--- config.mk ---
export PLATFORM = sky130hd
export DESIGN_NAME = spi_slave_param
export DESIGN_NICKNAME = d
export VERILOG_FILES = /design/src/rtl/spi_slave_param.sv
export SDC_FILE = /design/constraint.sdc
export NUM_CORES = 1
export LEC_CHECK = 0
export ABC_AREA = 1
export ABC_CLOCK_PERIOD_IN_PS = 3350
export CAP_MARGIN = 20
export CORE_MARGIN = 4
export CORE_UTILIZATION = 58
export CTS_CLUSTER_SIZE = 14
export DETAILED_ROUTE_END_ITERATION = 8
export GPL_ROUTABILITY_DRIVEN = 0
export GPL_TIMING_DRIVEN = 0
export PLACE_DENSITY_LB_ADDON = 0.1
export SYNTH_ARGS = -nofsm -noshare
export SYNTH_HDL_FRONTEND = slang
export SYNTH_SLANG_ARGS = --single-unit
--- constraint.sdc ---
create_clock -name clk -period 3.35 [get_ports clk]
set_clock_uncertainty 0.2 [all_clocks]
set_input_delay 0.67 -clock clk [delete_from_list [all_inputs] [get_ports clk]]
set_output_delay 0.67 -clock clk [all_outputs]
set_load 0.01 [all_outputs]
--- src/rtl/spi_slave_param.sv ---
// SPI slave with synchronized inputs, parameterised frame and payload widths.
// Replies with a loadable word (or ACK_WORD); supports back-to-back frames.
module spi_slave_param #(
  parameter int                    FRAME_BITS = 8,
  parameter int                    DATA_W     = 4,
  parameter logic [FRAME_BITS-1:0] ACK_WORD   = FRAME_BITS'(8'hA5),
  parameter bit                    CPOL       = 1'b0,
  parameter bit                    CPHA       = 1'b0
) (
  input  logic                  clk,
  input  logic                  reset,
  input  logic                  sclk_in,
  input  logic                  mosi_in,
  input  logic                  ss_n_in,
  input  logic [FRAME_BITS-1:0] tx_data_in,
  input  logic                  tx_load_in,
  output logic [DATA_W-1:0]     rx_data_out,
  output logic                  rx_valid_out,
  output logic                  frame_err_out,
  output logic                  busy_out,
  output logic                  miso_out
);

  localparam int CW = $clog2(FRAME_BITS);

  typedef enum logic [1:0] {
    IDLE,
    WAIT_DESEL,
    ACTIVE
  } state_t;

  state_t r_state;
  state_t w_state_nxt;

  logic r_sclk_s1, r_sclk_s2, r_sclk_d;
  logic r_mosi_s1, r_mosi_s2;
  logic r_ss_s1, r_ss_s2, r_ss_d;

  logic [CW-1:0]         r_cnt;
  logic [FRAME_BITS-2:0] r_rx_sr;
  logic [FRAME_BITS-1:0] r_tx_sr;
  logic [FRAME_BITS-1:0] r_pend;
  logic [DATA_W-1:0]     r_rx_data;
  logic                  r_rx_valid;
  logic                  r_frame_err;

  logic w_rise, w_fall, w_lead, w_trail;
  logic w_samp_edge, w_shift_edge;
  logic w_ss_fall, w_ss_rise;
  logic w_start, w_samp, w_shift, w_err;
  logic w_done, w_reload;
  logic [FRAME_BITS-1:0] w_pend_word;

  assign w_rise  = r_sclk_s2 & ~r_sclk_d;
  assign w_fall  = ~r_sclk_s2 & r_sclk_d;
  assign w_lead  = CPOL ? w_fall : w_rise;
  assign w_trail = CPOL ? w_rise : w_fall;

  assign w_samp_edge  = (CPHA ? w_trail : w_lead) & ~r_ss_s2;
  assign w_shift_edge = (CPHA ? w_lead : w_trail) & ~r_ss_s2;

  assign w_ss_fall = r_ss_d & ~r_ss_s2;
  assign w_ss_rise = ~r_ss_d & r_ss_s2;

  always_comb begin
    w_state_nxt = r_state;
    w_start     = 1'b0;
    w_samp      = 1'b0;
    w_shift     = 1'b0;
    w_err       = 1'b0;
    unique case (r_state)
      IDLE: begin
        if (w_ss_fall) begin
          w_state_nxt = ACTIVE;
          w_start     = 1'b1;
        end
      end
      WAIT_DESEL: begin
        if (r_ss_s2) w_state_nxt = IDLE;
      end
      ACTIVE: begin
        if (w_ss_rise) begin
          w_state_nxt = IDLE;
          w_err       = (r_cnt != '0);
        end else begin
          w_samp  = w_samp_edge;
          // bit 0 of a frame is already on miso: no shift at count 0
          w_shift = w_shift_edge & (r_cnt != '0);
        end
      end
      default: w_state_nxt = WAIT_DESEL;
    endcase
  end

  assign w_done      = w_samp & (r_cnt == CW'(FRAME_BITS-1));
  assign w_reload    = w_start | w_done;
  assign w_pend_word = tx_load_in ? tx_data_in : r_pend;

  always_ff @(posedge clk) begin
    if (reset) begin
      r_sclk_s1   <= 1'b0;
      r_sclk_s2   <= 1'b0;
      r_sclk_d    <= 1'b0;
      r_mosi_s1   <= 1'b0;
      r_mosi_s2   <= 1'b0;
      r_ss_s1     <= 1'b0;
      r_ss_s2     <= 1'b0;
      r_ss_d      <= 1'b0;
      r_state     <= WAIT_DESEL;
      r_cnt       <= '0;
      r_rx_sr     <= '0;
      r_tx_sr     <= '0;
      r_pend      <= ACK_WORD;
      r_rx_data   <= '0;
      r_rx_valid  <= 1'b0;
      r_frame_err <= 1'b0;
    end else begin
      r_sclk_s1   <= sclk_in;
      r_sclk_s2   <= r_sclk_s1;
      r_sclk_d    <= r_sclk_s2;
      r_mosi_s1   <= mosi_in;
      r_mosi_s2   <= r_mosi_s1;
      r_ss_s1     <= ss_n_in;
      r_ss_s2     <= r_ss_s1;
      r_ss_d      <= r_ss_s2;
      r_state     <= w_state_nxt;
      r_rx_valid  <= 1'b0;
      r_frame_err <= w_err;
      if (w_reload) begin
        r_tx_sr <= w_pend_word;
        r_pend  <= ACK_WORD;
      end else begin
        if (tx_load_in) r_pend <= tx_data_in;
        if (w_shift) r_tx_sr <= {r_tx_sr[FRAME_BITS-2:0], 1'b0};
      end
      if (w_start) r_cnt <= '0;
      if (w_samp) begin
        r_rx_sr <= {r_rx_sr[FRAME_BITS-3:0], r_mosi_s2};
        if (w_done) begin
          r_cnt      <= '0;
          r_rx_data  <= DATA_W'({r_rx_sr, r_mosi_s2}
                        >> (FRAME_BITS - DATA_W));
          r_rx_valid <= 1'b1;
        end else begin
          r_cnt <= r_cnt + 1'b1;
        end
      end
    end
  end

  assign busy_out      = (r_state == ACTIVE);
  assign miso_out      = busy_out & r_tx_sr[FRAME_BITS-1];
  assign rx_data_out   = r_rx_data;
  assign rx_valid_out  = r_rx_valid;
  assign frame_err_out = r_frame_err;

endmodule

==> impl_results.md <==
- Buffer count from post-CTS setup fixing: 0
- CP arrival: ~1.5 ns
- Critical Path, Cell by Cell: nand2_2 > nor2_1 > clkdlybuf4s50_1
- # DRC: 0
- Max Transition Viols Final: 0
- Max-cap check violation count: 0
- Post-synth top area share: approximately half
- Via count: about 1400
- Setup tns final: 0 ns
- Final antenna diode count: 0
- Root buffer cell: clkbuf_4
- Kind of critical path: reg2out
- Ys async rst share: 0%
- Worst slack at placement: 1.34 ns
- Unrepaired setup endpoints after global routing: false
- Detailed-route wire length: 3350 um
- Max-Slew Margin vs Limit: 66.4%
- Top cells by area in the synthesized netlist: dfxtp_1 (49%), nand2_1 (7.2%), nor2_1 (6.6%), a21oi_1 (4.7%), nand3_2 (4.7%)
- Synth cell count leaders: dfxtp_1 (42), nand2_1 (33), nor2_1 (30)
- Remaining antenna violation count after routing: 0
- Area growth syn-to-layout: 16.8%
- Detailed router's first-iteration violation count: 114
- Core ar.: approximately 2800 um^2
- I/O pin count: 22
- Global-route wire length before repair: 5910 um
- Post-synthesis cell type with the largest combined area: dfxtp_1
- Total half-perimeter wirelength after legalization and detailed placement: 2420 um
- Class of the worst hold path: reg2reg
- Cell total after placement: 260
- Deepest clock path buffer count: 2
- Largest net degree at the start of global routing: 13
- Routed length per instance: 12.5 um
- Vias in the first global route: 1362
- Final design area excluding fillers: between 2000 and 2500 um^2
- Global route overflow: 0
- Req. time, crit path: 2.48 ns
- Hold buffer count at CTS: 0
- Height of the die: 62.4 um
- H-tree depth: 2
- Least-Margin Pin Slew: 0.503 ns
- Number of distinct library cells after synthesis: 22
- Clock sink count: 42
- Number of hold violations in the final report: 0
- Ys flop type: dfxtp_1
- GRT Total Usage: 18.9%
- Mapped cell area: around 1700 um^2
- Crit share post-route: a little under three quarters
- Pre-antenna DRT Iters: 4
- Cell area after placement: 1950 um^2
- Syn nets: 227
- Run status: completed
- CP max-delay cell: clkdlybuf4s50_1
- Kind of launch point of the worst setup path: register
- Detail-routed via count per cell: 5.37
- Post-CTS Resized: 0
- Number of enable flip-flop cells after synthesis: 0
- Leakage dissipation: just under 0.9 nW
- Most frequent cell after synthesis: dfxtp_1
- Number of flip-flops and latches in the synthesized netlist: between 40 and 50
- Standard-cell rows: 19
- Worst skew pair latency: 0.36 ns
- Width of the die: ~62 um
- Fraction of final layout cells with drive strength greater than 1: 14.3%
- Average cell area after synthesis: 8.19 um^2
- Kind of end point of the critical path: output port
- Count of endpoints failing setup in the final report: 0
- Die area: 3900 um^2
- Pwr/cell area: 411 nW/um^2
- TritonCTS clock tree: built
- Total of warnings raised by yosys: 0
- Post-layout min period: 2.41 ns
- Worst vdd ir: 325 uV
- Crit-path max FO: 4
- Worst setup margin: 0.940 ns
- Initial antenna violation count: 0
- Number of CTS-inserted buffers: 5
- # port buffers: 19
- Initial standard-cell utilization of the core: 61.3%
- Clock transition at the register clock pins on the worst setup and hold paths after CTS: 0.11 ns
- Fraction of the yosys area taken by sequential cells: 48.9%
- Count of mapped cells out of synthesis: 210
- Post-Layout Cell Count: ~270
- Delay of the slowest cell on the worst path: 0.55 ns
- Highest Clock Rate: 415 MHz
- Number of nets in the layout: 253
per-stage QoR:
stage	hold WS, ns	util (%)	power [mW]
floorplan	0.188	-	0.553
global placement	0.194	69.4	0.571
detailed placement	0.200	69.4	0.574
CTS	0.217	71.6	0.829
global route	0.230	71.6	0.859
finish	0.213	71.6	0.824
logic make-up after synthesis:
| kind of cell | after synthesis | synth area share (%) |
|---|---|---|
| and+or+nand+nor | 100 | 29.3 |
| DFF | 42 | 48.9 |
| buffers and inverters | 32 | 8.01 |
| AOI/OAI and AO/OA | 26 | 7.57 |
| muxes | 7 | 4.08 |
| adders and majority gates | 3 | 2.18 |
layout make-up:
type / instances / area [um^2]
plain buffers: 9 / 50.0
clock buffers: 7 / 55.1
clock inverters: 1 / 5.00
fillers: 220 / 797
inverters: 23 / 87.6
multi-input cells: 136 / 741
flip-flops and latches: 42 / 841
well taps: 31 / 38.8
repair buffers: 19 / 190
cells in the final DEF (no fill, tap or decap), drive strengths merged, types with 8 or more instances in the layout:
cell | netlist | routed
dfxtp | 42 | 42
nand2 | 36 | 36
nor2 | 33 | 33
inv | 22 | 22
nand3 | 22 | 22
clkdlybuf4s50 | 0 | 19
a21oi | 16 | 16
o21ai | 10 | 10
clkbuf | 3 | 10
nand4 | 8 | 8
layer usage:
metal | track usage, % | vias to the layer above | share of wire, %
met5 | 0 | - | 0
met4 | 9.09 | 0 | 1.9
met3 | 5.76 | 8 | 6.9
met2 | 31.3 | 46 | 48
met1 | 22.3 | 655 | 43
li1 | - | 730 | -
worst max-delay path, delay by kind of cell (launching register included):
kind                   cells  cell delay [ns]
buffers and inverters      1             0.55
flip-flops                 1             0.39
AND/OR/NAND/NOR            2             0.25
registers in the layout, indices dropped and copies added, names as in the netlist, 2 cells and up:
register	flops
r_tx_sr	8
r_rx_sr	7
rx_data_out	4
r_pend	8
r_cnt	3
r_state	2
report_power, final:
| part | internal (mW) | total [mW] | switching (mW) | leakage (nW) |
|---|---|---|---|---|
| Combinational | 0.0228 | 0.0479 | 0.0251 | 0.492 |
| Sequential | 0.510 | 0.514 | 0.00414 | 0.342 |
| Clock | 0.102 | 0.262 | 0.160 | 0.0353 |
worst paths after layout:
check	end	start	depth (start not counted)	slack, ns
worst max register to register	r_tx_sr[3]	r_cnt[0]	8	1.70
worst min register to register	r_ss_s2	r_ss_s1	2	0.21
worst max-delay path	miso_out	r_state[1]	3	0.94
worst min-delay path	r_ss_s2	r_ss_s1	2	0.21
Power figures use the tool's default switching activity.
